$ cat config.mk
export PLATFORM = sky130hd
export DESIGN_NAME = pc_fetch_stage
export DESIGN_NICKNAME = d
export VERILOG_FILES = /design/src/rtl/pc_fetch_stage.sv
export SDC_FILE = /design/constraint.sdc
export NUM_CORES = 1
export LEC_CHECK = 0
export BUFFER_PORTS_ARGS = -buffer_cell sky130_fd_sc_hd__buf_2
export CORE_MARGIN = 3
export CORE_UTILIZATION = 51
export DETAILED_ROUTE_END_ITERATION = 16
export GPL_TIMING_DRIVEN = 0
export PLACE_DENSITY = 0.78
export RECOVER_POWER = 50
export SKIP_CTS_REPAIR_TIMING = 1
export SLEW_MARGIN = 20
export SYNTH_ARGS = -nofsm -noshare
export SYNTH_HDL_FRONTEND = slang
export SYNTH_SLANG_ARGS = --single-unit
export TNS_END_PERCENT = 20
$ cat constraint.sdc
create_clock -name clk -period 2.1 [get_ports clk]
set_input_delay 0.42 -clock clk [delete_from_list [all_inputs] [get_ports clk]]
set_output_delay 0.42 -clock clk [all_outputs]
set_load 0.02 [all_outputs]
$ cat src/rtl/pc_fetch_stage.sv
// Program-counter and instruction-fetch stage: PC register, imem req/ack handshake, IF/ID register
// with a one-entry hold buffer for decode stall. Optional FETCH_COUNT_EN adds a delivery counter.
module pc_fetch_stage #(
    parameter logic [31:0] RESET_PC = 32'h0000_0000,
    parameter logic [31:0] PC_STEP  = 32'd4
) (
    input  logic        clk,
    input  logic        reset,
    input  logic [31:0] next_pc_in,
    input  logic        redirect,
    input  logic        stall,
    output logic        imem_req,
    output logic [31:0] imem_addr,
    input  logic        imem_ack,
    input  logic [31:0] imem_data,
    output logic [31:0] pc_add_4,
    output logic [31:0] instr_out,
    output logic [31:0] pc_out,
`ifdef FETCH_COUNT_EN
    output logic [31:0] fetch_count,
`endif
    output logic        instr_valid
);

    localparam logic [1:0] ST_IDLE = 2'd0;
    localparam logic [1:0] ST_REQ  = 2'd1;
    localparam logic [1:0] ST_HOLD = 2'd2;

    logic [1:0]  r_state;
    logic [31:0] r_pc;
    logic [31:0] r_instr;
    logic [31:0] r_pc_out;
    logic        r_valid;
    logic [31:0] r_hold_instr;
    logic [31:0] r_hold_pc;

    logic        w_load;
    logic [31:0] w_load_instr;
    logic [31:0] w_load_pc;

    // IF/ID is written either straight from memory or by draining the hold buffer.
    assign w_load = !redirect && !stall &&
                    (((r_state == ST_REQ) && imem_ack) || (r_state == ST_HOLD));
    assign w_load_instr = (r_state == ST_HOLD) ? r_hold_instr : imem_data;
    assign w_load_pc    = (r_state == ST_HOLD) ? r_hold_pc    : r_pc;

    assign imem_req    = (r_state == ST_REQ);
    assign imem_addr   = r_pc;
    assign pc_add_4    = r_pc + PC_STEP;
    assign instr_out   = r_instr;
    assign pc_out      = r_pc_out;
    assign instr_valid = r_valid;

    always_ff @(posedge clk) begin
        if (reset) begin
            r_state      <= ST_IDLE;
            r_pc         <= RESET_PC;
            r_instr      <= 32'h0;
            r_pc_out     <= 32'h0;
            r_valid      <= 1'b0;
            r_hold_instr <= 32'h0;
            r_hold_pc    <= 32'h0;
        end else if (redirect) begin
            // Flush: any ack this cycle and any held instruction are dropped.
            r_state      <= ST_IDLE;
            r_pc         <= next_pc_in;
            r_valid      <= 1'b0;
            r_hold_instr <= 32'h0;
            r_hold_pc    <= 32'h0;
        end else begin
            case (r_state)
                ST_REQ: begin
                    if (imem_ack) begin
                        r_pc <= next_pc_in;
                        if (stall) begin
                            r_hold_instr <= imem_data;
                            r_hold_pc    <= r_pc;
                            r_state      <= ST_HOLD;
                        end
                    end
                end
                ST_HOLD: begin
                    if (!stall) begin
                        r_state <= ST_REQ;
                    end
                end
                default: begin
                    r_state <= ST_REQ;
                end
            endcase

            if (w_load) begin
                r_instr  <= w_load_instr;
                r_pc_out <= w_load_pc;
                r_valid  <= 1'b1;
            end else if (!stall) begin
                r_valid  <= 1'b0;
            end
        end
    end

`ifdef FETCH_COUNT_EN
    logic [31:0] r_fetch_count;

    assign fetch_count = r_fetch_count;

    always_ff @(posedge clk) begin
        if (reset) begin
            r_fetch_count <= 32'h0;
        end else if (w_load) begin
            r_fetch_count <= r_fetch_count + 32'd1;
        end
    end
`endif

endmodule

==> reports/metrics.cfg <==
[outcome]
status=complete, but fails checks
violations=setup timing

[layout]
drive_gt1_frac=0.274
nets=1110
utilization=0.704
synthToLayoutAreaGrowth_pct=32.0
fillers=1047

[clocking]
clk_pin_slew_ns=0.06
clockRootBuffer=clkbuf_16
cts_buffers=17
ctsHtreeMaxLevel=4
clk_latency_ns=0.42
clock_path_buffers=2
cts_tree=yes
cts.sinks=163

[timing]
rsz0062_at_grt=yes
setup_viol=23
worst_pin_slew_ns=0.585
slew_viol_final=0
skew_ns=0.00453
max_slew_margin=0.610
post-route-worst-setup-slack_ns=-0.372
min_period_ns=2.47
worst_hold_slack_ns=0.233
final_hold_viol_count=0
fin_crit_sh=1.18
max_freq_ghz=0.405

[yosys]
synth-async-reset-ratio=0
syn_avg_cell_area_sq_um=8.07
synth_area_sq_mm=0.00656
synthSimpleGateAreaFrac=0.199
yosys.area.top_type=dfxtp_1
synth.area.mux_share=0
synthAdderAreaFrac=0.00191
synth_compound_area_frac=0.210
yosysSeqAreaShare=0.497
synth_top_flop_cell=dfxtp_1
yosys-top-cells-count=nand2_1, dfxtp_1, a21oi_1
synth-xor-area-share=0.0374
synth.area.top_cells=dfxtp_1, nand2_1, a21oi_1
synthCells=813
ys_warn_count=0
yosysMostFrequentCell=nand2_1
synth_top_family_by_area=compound AO/OA/AOI/OAI gates
synth_edf_count=0
synthDistinctLibCells=31
ys_seq_elements=163
syn-num-nets=883
synth_top_area_frac=0.497

[worst_setup_path]
crit_path_end_kind=primary output
rr_worst_depth=5
cp.arrival_ns=2.05
cp_data_required_time_ns=1.68
critPathKind=flip-flop to primary output
crit_path_max_fanout=10
r2r_end=r_hold_instr[20]
rrSetupSlack_ns=0.27
start_kind=flip-flop
crit_path_start=imem_addr[15]
r2r_start=r_state[1]

[power_and_ir_drop]
p_total_uw=6960
vdd_drop_max_v=0.000703
p_per_area_mw_per_mm2=804
p_leak_uw=0.00353

[floorplan]
core_area_sq_mm=0.0123
rows=40
die_w_microns=119
die-area_sq_mm=0.0143
io_pins=199
start_util=0.533
chipHeight_microns=119

[grt]
grt_max_degree=17
grt_pass1_wl_microns=30500
antenna_found_initial=1
globalRouteTotalUtil=0.262
grt_pass1_vias=6072
grt_remaining_overflow=0

[route]
ant_nets=0
vias_per_cell=5.45
dr.pass1.iters=5
wl_per_cell_microns=16.1
drt-initial-drc-count=440
drc=0
vias=6648
routed_wl_microns=19600

[min_path]
min_from=next_pc_in[11]
min_to=imem_addr[11]
whs_path_depth=3
hold_class=primary input to flip-flop

[run]
maxCapViolCount=0

[placement]
hpwlAfterDp_microns=13200
gp_congestion=0.814
port_buffers=197
detailedPlace.worstSlack_ns=-0.306

## worst max-delay path by stage
stage / to / slack, ns / depth (start not counted)
2_1_floorplan: pc_add_4[31] / -0.11 / 5
3_3_place_gp: pc_add_4[18] / -0.27 / 6
3_5_place_dp: pc_add_4[29] / -0.31 / 6
4_1_cts: pc_add_4[29] / -0.76 / 6
5_1_grt: pc_add_4[29] / -0.48 / 8
6_report: pc_add_4[29] / -0.37 / 7
## final cells by class
type                            count  area, sq um  share of cell area
Timing Repair Buffer              209         1130               0.131
Antenna cell                        1         2.50            0.000289
Inverter                            3         11.3             0.00130
Tap cell                          168          210              0.0243
Clock inverter                      6         80.1             0.00924
Buffer                             76          378              0.0436
Sequential cell                   163         3280               0.379
Multi-Input combinational cell    570         3100               0.357
Clock buffer                       24          472              0.0544
## cells in the final DEF, fill, tap and decap left out, types with 2 or more instances in the layout
| cell type | netlist | layout |
|---|---|---|
| clkbuf_1 | 40 | 56 |
| buf_6 | 0 | 6 |
| nor2_1 | 72 | 72 |
| bufinv_16 | 0 | 2 |
| dfxtp_4 | 0 | 2 |
| buf_1 | 9 | 9 |
| buf_2 | 17 | 175 |
| inv_1 | 3 | 3 |
| clkbuf_16 | 0 | 17 |
| nand2_2 | 0 | 2 |
| nand2b_1 | 2 | 2 |
| xnor2_1 | 23 | 13 |
| nand2_1 | 202 | 200 |
| nand4_1 | 9 | 9 |
| nand3_2 | 0 | 4 |
| buf_4 | 8 | 43 |
| a211oi_1 | 64 | 64 |
| nand3_1 | 12 | 7 |
| xor2_1 | 5 | 5 |
| clkinv_2 | 0 | 4 |
| a21oi_1 | 98 | 98 |
| or2_2 | 2 | 2 |
| nor2b_1 | 2 | 2 |
| xnor2_2 | 0 | 10 |
| clkbuf_8 | 0 | 2 |
| dfxtp_1 | 163 | 153 |
| o22ai_1 | 64 | 64 |
| and4_4 | 0 | 2 |
| dfxtp_2 | 0 | 8 |
## state kept, by name, indices dropped and copies added, names as in the netlist
register,flops
instr_valid,1
r_hold_pc,32
instr_out,32
r_hold_instr,32
imem_addr,32
pc_out,32
r_state,2
## per-stage QoR
| step | TNS (ns) | std cells | cell area, sq um |
|---|---|---|---|
| after floorplan | -0.651 | 813 | 6650 |
| after global placement | -3.55 | 1178 | 7840 |
| after detailed placement | -3.83 | 1178 | 7840 |
| after CTS | -13.47 | 1208 | 8400 |
| after global routing | -7.96 | 1220 | 8670 |
| final | -5.81 | 1220 | 8670 |
## metal layers
layer,GRT usage,up-vias,share of wire
li1,-,3265,-
met1,0.356,3103,0.43
met2,0.416,251,0.48
met3,0.0598,29,0.067
met4,0.0838,0,0.016
met5,0,-,0
## cell families (layout without fill, tap and decap cells)
family	Yosys count	count (layout)
simple gates	314	314
flops	163	163
compound gates	227	227
other cells	0	1
fa+ha+maj	1	1
xor+xnor	28	28
buf+inv	80	318
## worst max-delay path, cell delays in order (launching register included)
cell and delay, ns:
dfxtp_1 0.32, buf_4 0.16, and4_4 0.25, and4_1 0.22, buf_6 0.16, nand4_1 0.16
xnor2_2 0.19, buf_4 0.16
## power breakdown
part,internal [uW],leakage (uW),switching (uW)
registers,3170,0.00133,84.9
logic,283,0.00193,479
clock network,1790,0.000274,1150
total,5250,0.00353,1720
(Power assumes the default switching activity.)
